**config.mk**
```make
export PLATFORM = sky130hd
export DESIGN_NAME = encoder8_hs
export DESIGN_NICKNAME = d
export VERILOG_FILES = /design/src/rtl/enc_dec_pkg.sv /design/src/rtl/prio_index.sv /design/src/rtl/encoder8_hs.sv
export SDC_FILE = /design/constraint.sdc
export NUM_CORES = 1
export LEC_CHECK = 0
export CAP_MARGIN = 20
export CORE_MARGIN = 3
export CORE_UTILIZATION = 49
export CTS_BUF_LIST = sky130_fd_sc_hd__clkbuf_8
export CTS_CLUSTER_DIAMETER = 150
export DETAILED_ROUTE_END_ITERATION = 12
export GPL_ROUTABILITY_DRIVEN = 0
export PLACE_DENSITY_LB_ADDON = 0.1
export SLEW_MARGIN = 40
export SYNTH_ARGS = -nofsm -noshare
export SYNTH_HDL_FRONTEND = slang
export SYNTH_SLANG_ARGS = --single-unit
```
**constraint.sdc**
```tcl
create_clock -name clk -period 4.9 [get_ports clk]
set_clock_uncertainty 0.15 [all_clocks]
set_input_delay 0.49 -clock clk [delete_from_list [all_inputs] [get_ports clk]]
set_output_delay 0.49 -clock clk [all_outputs]
set_load 0.02 [all_outputs]
```
**src/rtl/enc_dec_pkg.sv**
```systemverilog
// -----------------------------------------------------------------------------
// enc_dec_pkg
// Shared definitions for the one-hot encoder and the 3-to-8 decoder:
//   DEFAULT_WIDTH - default one-hot vector width
//   clog2_w()     - ceiling log2, usable in parameter expressions
//   code_t        - 3-bit code type shared by encoder output and decoder input
// -----------------------------------------------------------------------------
package enc_dec_pkg;

    localparam int DEFAULT_WIDTH = 8;

    typedef logic [2:0] code_t;

    // Smallest r with 2**r >= n; returns 1 for n <= 2 so a code is never 0 bits.
    function automatic int clog2_w(input int n);
        int r;
        r = 1;
        for (int i = 1; i < 31; i++) begin
            if ((1 << r) < n) r = i + 1;
        end
        return r;
    endfunction

endpackage

```
**src/rtl/prio_index.sv**
```systemverilog
// -----------------------------------------------------------------------------
// prio_index
// Purely combinational priority index of a bit vector; reusable by arbiters.
// Ports:
//   vec    in   WIDTH   request vector
//   index  out  CODE_W  index of the winning set bit (0 when vec is zero)
//   zero   out  1       vec has no bit set
//   multi  out  1       vec has more than one bit set
// PRIO_HIGH = 1 picks the highest set bit, 0 picks the lowest.
// -----------------------------------------------------------------------------
module prio_index
    import enc_dec_pkg::*;
#(
    parameter int WIDTH     = DEFAULT_WIDTH,
    parameter int CODE_W    = clog2_w(WIDTH),
    parameter bit PRIO_HIGH = 1'b1
) (
    input  logic [WIDTH-1:0]  vec,
    output logic [CODE_W-1:0] index,
    output logic              zero,
    output logic              multi
);

    always_comb begin
        // NOTE: every always_comb output gets a default first so no path
        // through the block leaves it unassigned (which would infer a latch).
        index = '0;
        // The scan order makes the preferred bit the last one written.
        if (PRIO_HIGH) begin
            for (int i = 0; i < WIDTH; i++) begin
                if (vec[i]) index = CODE_W'(i);
            end
        end else begin
            for (int i = WIDTH - 1; i >= 0; i--) begin
                if (vec[i]) index = CODE_W'(i);
            end
        end
    end

    assign zero  = ~|vec;
    // Clearing the lowest set bit leaves something only if two or more were set.
    assign multi = |(vec & (vec - WIDTH'(1)));

endmodule

```
**src/rtl/encoder8_hs.sv**
```systemverilog
// -----------------------------------------------------------------------------
// encoder8_hs
// Registered one-hot-to-binary encoder with valid/ready handshake and a
// saturating count of malformed (zero or multi-hot) words.
// Ports:
//   clk        in   1       rising-edge clock
//   rst_n      in   1       asynchronous active-low reset
//   enable     in   1       when low, no new word is accepted
//   in         in   WIDTH   one-hot request word
//   in_valid   in   1       `in` is valid this cycle
//   in_ready   out  1       a word can be accepted this cycle
//   out        out  CODE_W  encoded index
//   out_zero   out  1       accepted word was all zeros
//   out_multi  out  1       accepted word had more than one bit set
//   out_valid  out  1       out / out_zero / out_multi are valid
//   out_ready  in   1       downstream takes the output this cycle
//   err_cnt    out  ERR_W   saturating count of accepted malformed words
//   err_clr    in   1       synchronous clear of err_cnt
// -----------------------------------------------------------------------------
module encoder8_hs
    import enc_dec_pkg::*;
#(
    parameter int WIDTH     = DEFAULT_WIDTH,
    parameter int CODE_W    = clog2_w(WIDTH),
    parameter bit PRIO_HIGH = 1'b1,
    parameter int ERR_W     = 8
) (
    input  logic              clk,
    input  logic              rst_n,
    input  logic              enable,
    input  logic [WIDTH-1:0]  in,
    input  logic              in_valid,
    output logic              in_ready,
    output logic [CODE_W-1:0] out,
    output logic              out_zero,
    output logic              out_multi,
    output logic              out_valid,
    input  logic              out_ready,
    output logic [ERR_W-1:0]  err_cnt,
    input  logic              err_clr
);

    logic [CODE_W-1:0] enc_index;
    logic              enc_zero;
    logic              enc_multi;
    logic              accept;
    logic              malformed;

    prio_index #(
        .WIDTH     (WIDTH),
        .CODE_W    (CODE_W),
        .PRIO_HIGH (PRIO_HIGH)
    ) u_prio_index (
        .vec   (in),
        .index (enc_index),
        .zero  (enc_zero),
        .multi (enc_multi)
    );

    // A free slot or a slot being emptied this cycle lets a new word in,
    // giving full throughput with no bubble on a simultaneous take/accept.
    assign in_ready  = enable && (!out_valid || out_ready);
    assign accept    = in_valid && in_ready;
    assign malformed = accept && (enc_zero || enc_multi);

    // NOTE: state is updated with non-blocking assignments so every register
    // samples pre-edge values, independent of statement order; the reset is
    // asynchronous, so it sits in the sensitivity list.
    always_ff @(posedge clk or negedge rst_n) begin
        if (!rst_n) begin
            out       <= '0;
            out_zero  <= 1'b0;
            out_multi <= 1'b0;
            out_valid <= 1'b0;
        end else if (accept) begin
            out       <= enc_index;
            out_zero  <= enc_zero;
            out_multi <= enc_multi;
            out_valid <= 1'b1;
        end else if (out_ready) begin
            // Taken with nothing behind it: drop valid, keep the data fields.
            out_valid <= 1'b0;
        end
    end

    always_ff @(posedge clk or negedge rst_n) begin
        if (!rst_n) begin
            err_cnt <= '0;
        end else if (err_clr) begin
            // A malformed word arriving with the clear still gets counted.
            err_cnt <= ERR_W'(malformed);
        end else if (malformed && (err_cnt != '1)) begin
            err_cnt <= err_cnt + ERR_W'(1);
        end
    end

endmodule

```
==> flow_summary.yaml <==
cells_and_area:
  fillers: 115
  nets: 129
  final_common_cell: "clkdlybuf4s50_1"
  final_cell_mix: "clkdlybuf4s50_1 (28), dfrtp_1 (14), o21ai_0 (9), a21oi_1 (9), nand2_1 (6)"
  drive_gt1_share_pct: 13.3
  antenna_cells: 0
  post-route-util_pct: 74.6
  syn2layout_area_growth_pct: 40.5
hold_path:
  hold_class: "reg2reg"
  worstHoldPathCells: 2
clocking:
  insertion_delay_ns: 0.25
  cts_tree: "built"
  h-tree-depth: 1
  postCtsResizedCells: 0
  hold_buffers: 0
  cts.sinks: 14
  path_clk_slew_ns: 0.06
  cts_buffers: 3
  cts_max_path_buffers: 2
  cts-root-buf: "clkbuf_8"
  post_cts_buffers: 0
critical_path:
  cp_slowest_cell: "or3_2"
  crit_fanout: 14
  critPathArrivalTime_ns: 2.57
  cpPeakStageDelay_ns: 0.52
  worst-path-buf-inv: 1
  start_kind: "primary input"
  cpLargestDelayFamily: "simple AND/OR/NAND/NOR gates"
  crit_chain: "clkdlybuf4s50_1, nor4_4, xnor2_1, o211ai_2, or3_2, a21oi_1"
  crit_cells: 6
  worst_r2r_path_depth: 5
  critPathKind: "in2reg"
  cp.required_ns: 4.92
  worst_setup_path_end_kind: "flop"
detailed_routing:
  drt_pre_antenna_iters: 4
  vias_per_cell: 5.81
  first_iter_violations: 12
  wl_per_cell_microns: 13.8
  drc_errors: 0
  antenna_left: 0
  wl_microns: 1780
  vias: 749
die:
  die_w_microns: 46.9
  rows: 14
  fp.dieH_microns: 46.9
  die_area_sq_mm: 0.00220
  start_util_pct: 53.1
  ioPinCount: 29
  core_sq_mm: 0.00154
sta:
  fin_crit_ns: 2.55
  fmax_ghz: 0.392
  relSlewSlack_pct: 60.0
  setup-violations-final: 0
  hold_violations: 0
  max_slew.worst_pin.slew_ns: 0.598
  fin_crit_sh_pct: 52.1
  fin_ws_ns: 2.35
  rsz0062_at_grt: "false"
  timing.hold.ws_ns: 0.314
  slew_violations: 0
  fin_tns_setup_ns: 0
power:
  power.density_mw_per_mm2: 254
  p_leak_nw: 0.451
  swShare_pct: 24.9
  seq_power_share_pct: 42.8
  p_switching_uw: 72.7
  ir_drop_mv: 0.219
  internal-power_uw: 220
  power_frac_comb_pct: 19.4
  pwr-share-clk_pct: 37.9
yosys:
  seq_area_frac_synth_pct: 42.8
  yosysWarnings: 0
  synth_nets: 99
  avgSynthCellArea_sq_um: 9.74
  synth_area_leaders: "dfrtp_1 (43%), a21oi_1 (5.5%), o21ai_0 (5.5%)"
  ys_ff_latch: 14
  syn_area_sq_um: 818
  netlist.area_leader.share_pct: 42.8
  yosysTopAreaCell: "dfrtp_1"
  synthDistinctLibCells: 34
  synthCells: 84
global_routing:
  grt_first_pass_wirelength_microns: 2980
  grt_pass1_vias: 678
  grt_max_degree: 15
  grt_use_total_pct: 19.5
  antenna_found_initial: 0
  overflow: 0
run:
  drv_cap: 0
placement:
  dp_hpwl_microns: 1360
  port_buffers: 28
  pre_cts_slack_ns: 2.10
status:
  status: "complete, no violations"
## logic make-up after synthesis
group                      Yosys count  synth area share [%]
xor gates and xnor gates             1                  1.07
muxes                                1                  1.22
DFF                                 14                  42.8
and+or+nand+nor                     30                  24.5
adders and majority gates            1                  1.53
AOI/OAI and AO/OA                   30                  24.2
buffers and inverters                7                  4.74
## per-layer routing
layer  track usage, %  wire length [microns]  up-vias
met5                0                      0        -
met3             8.81                    109        2
li1                 -                      -      374
met1             26.1                    853      349
met4             6.08                     19        0
met2             28.2                    799       24
## stage by stage
stage | std cells | instance area [sq um] | total power, mW
final | 129 | 1150 | 0.292
after global routing | 129 | 1150 | 0.308
after CTS | 129 | 1150 | 0.296
after detailed placement | 125 | 1090 | 0.184
after global placement | 125 | 1090 | 0.182
after floorplan | 84 | 818 | 0.152
## tightest hold or removal path: cells and delay by family (launching register included)
kind             cells  cell delay, ns
DFF                  1            0.34
and+or+nand+nor      2            0.10
## worst paths after layout
check	from	endpoint	slack, ns
min	out_zero$_DFFE_PN0P_	out_zero$_DFFE_PN0P_	0.31
min reg2reg	out_zero$_DFFE_PN0P_	out_zero$_DFFE_PN0P_	0.31
max	in[4]	err_cnt[7]$_DFFE_PN0P_	2.35
min in group asynchronous	rst_n	err_cnt[4]$_DFFE_PN0P_	0.47
max reg2reg	err_cnt[0]$_DFFE_PN0P_	err_cnt[7]$_DFFE_PN0P_	2.90
max in group asynchronous	rst_n	err_cnt[6]$_DFFE_PN0P_	3.74
## layout make-up
type / count / area [sq um] / area share (%)
Clock buffer: 4 / 55.1 / 4.79
Inverter: 4 / 15.0 / 1.31
Multi-Input combinational cell: 63 / 429 / 37.3
Sequential cell: 14 / 350 / 30.5
Tap cell: 16 / 20.0 / 1.74
Timing Repair Buffer: 28 / 280 / 24.4
## synthesized netlist by cell type
| cell | number |
|---|---|
| ha_1 | 1 |
| nand3_1 | 4 |
| o31ai_1 | 1 |
| a211oi_1 | 4 |
| nand2b_1 | 2 |
| buf_6 | 1 |
| buf_2 | 1 |
| nand2_1 | 6 |
| nand4_1 | 1 |
| nand3b_1 | 1 |
| and3_2 | 1 |
| dfrtp_1 | 14 |
| or3_2 | 4 |
| o21ba_1 | 1 |
| o22a_1 | 1 |
| nor4_4 | 2 |
| nor3_1 | 1 |
| nor2_1 | 3 |
| a21oi_1 | 9 |
| or3_1 | 1 |
| inv_1 | 4 |
| or2_2 | 1 |
| o211ai_2 | 1 |
| and4_2 | 1 |
| and2_1 | 1 |
| and3_1 | 1 |
| o32a_1 | 1 |
| buf_4 | 1 |
| mux2i_1 | 1 |
| o22ai_1 | 1 |
| o21a_4 | 1 |
| o21bai_1 | 1 |
| xnor2_1 | 1 |
| o21ai_0 | 9 |
## power by group through the flow
stage	Sequential, mW	Combinational [mW]	Clock (mW)
2_1_floorplan	0.134	0.0189	0
3_3_place_gp	0.127	0.0557	0
3_5_place_dp	0.127	0.0569	0
4_1_cts	0.125	0.0571	0.114
5_1_grt	0.126	0.0622	0.120
6_report	0.125	0.0566	0.111
## flip-flops by register name, indices dropped and copies added (netlist names)
register and cells:
out_multi 1, out 3, out_zero 1, err_cnt 8, out_valid 1
(Power assumes the default switching activity.)
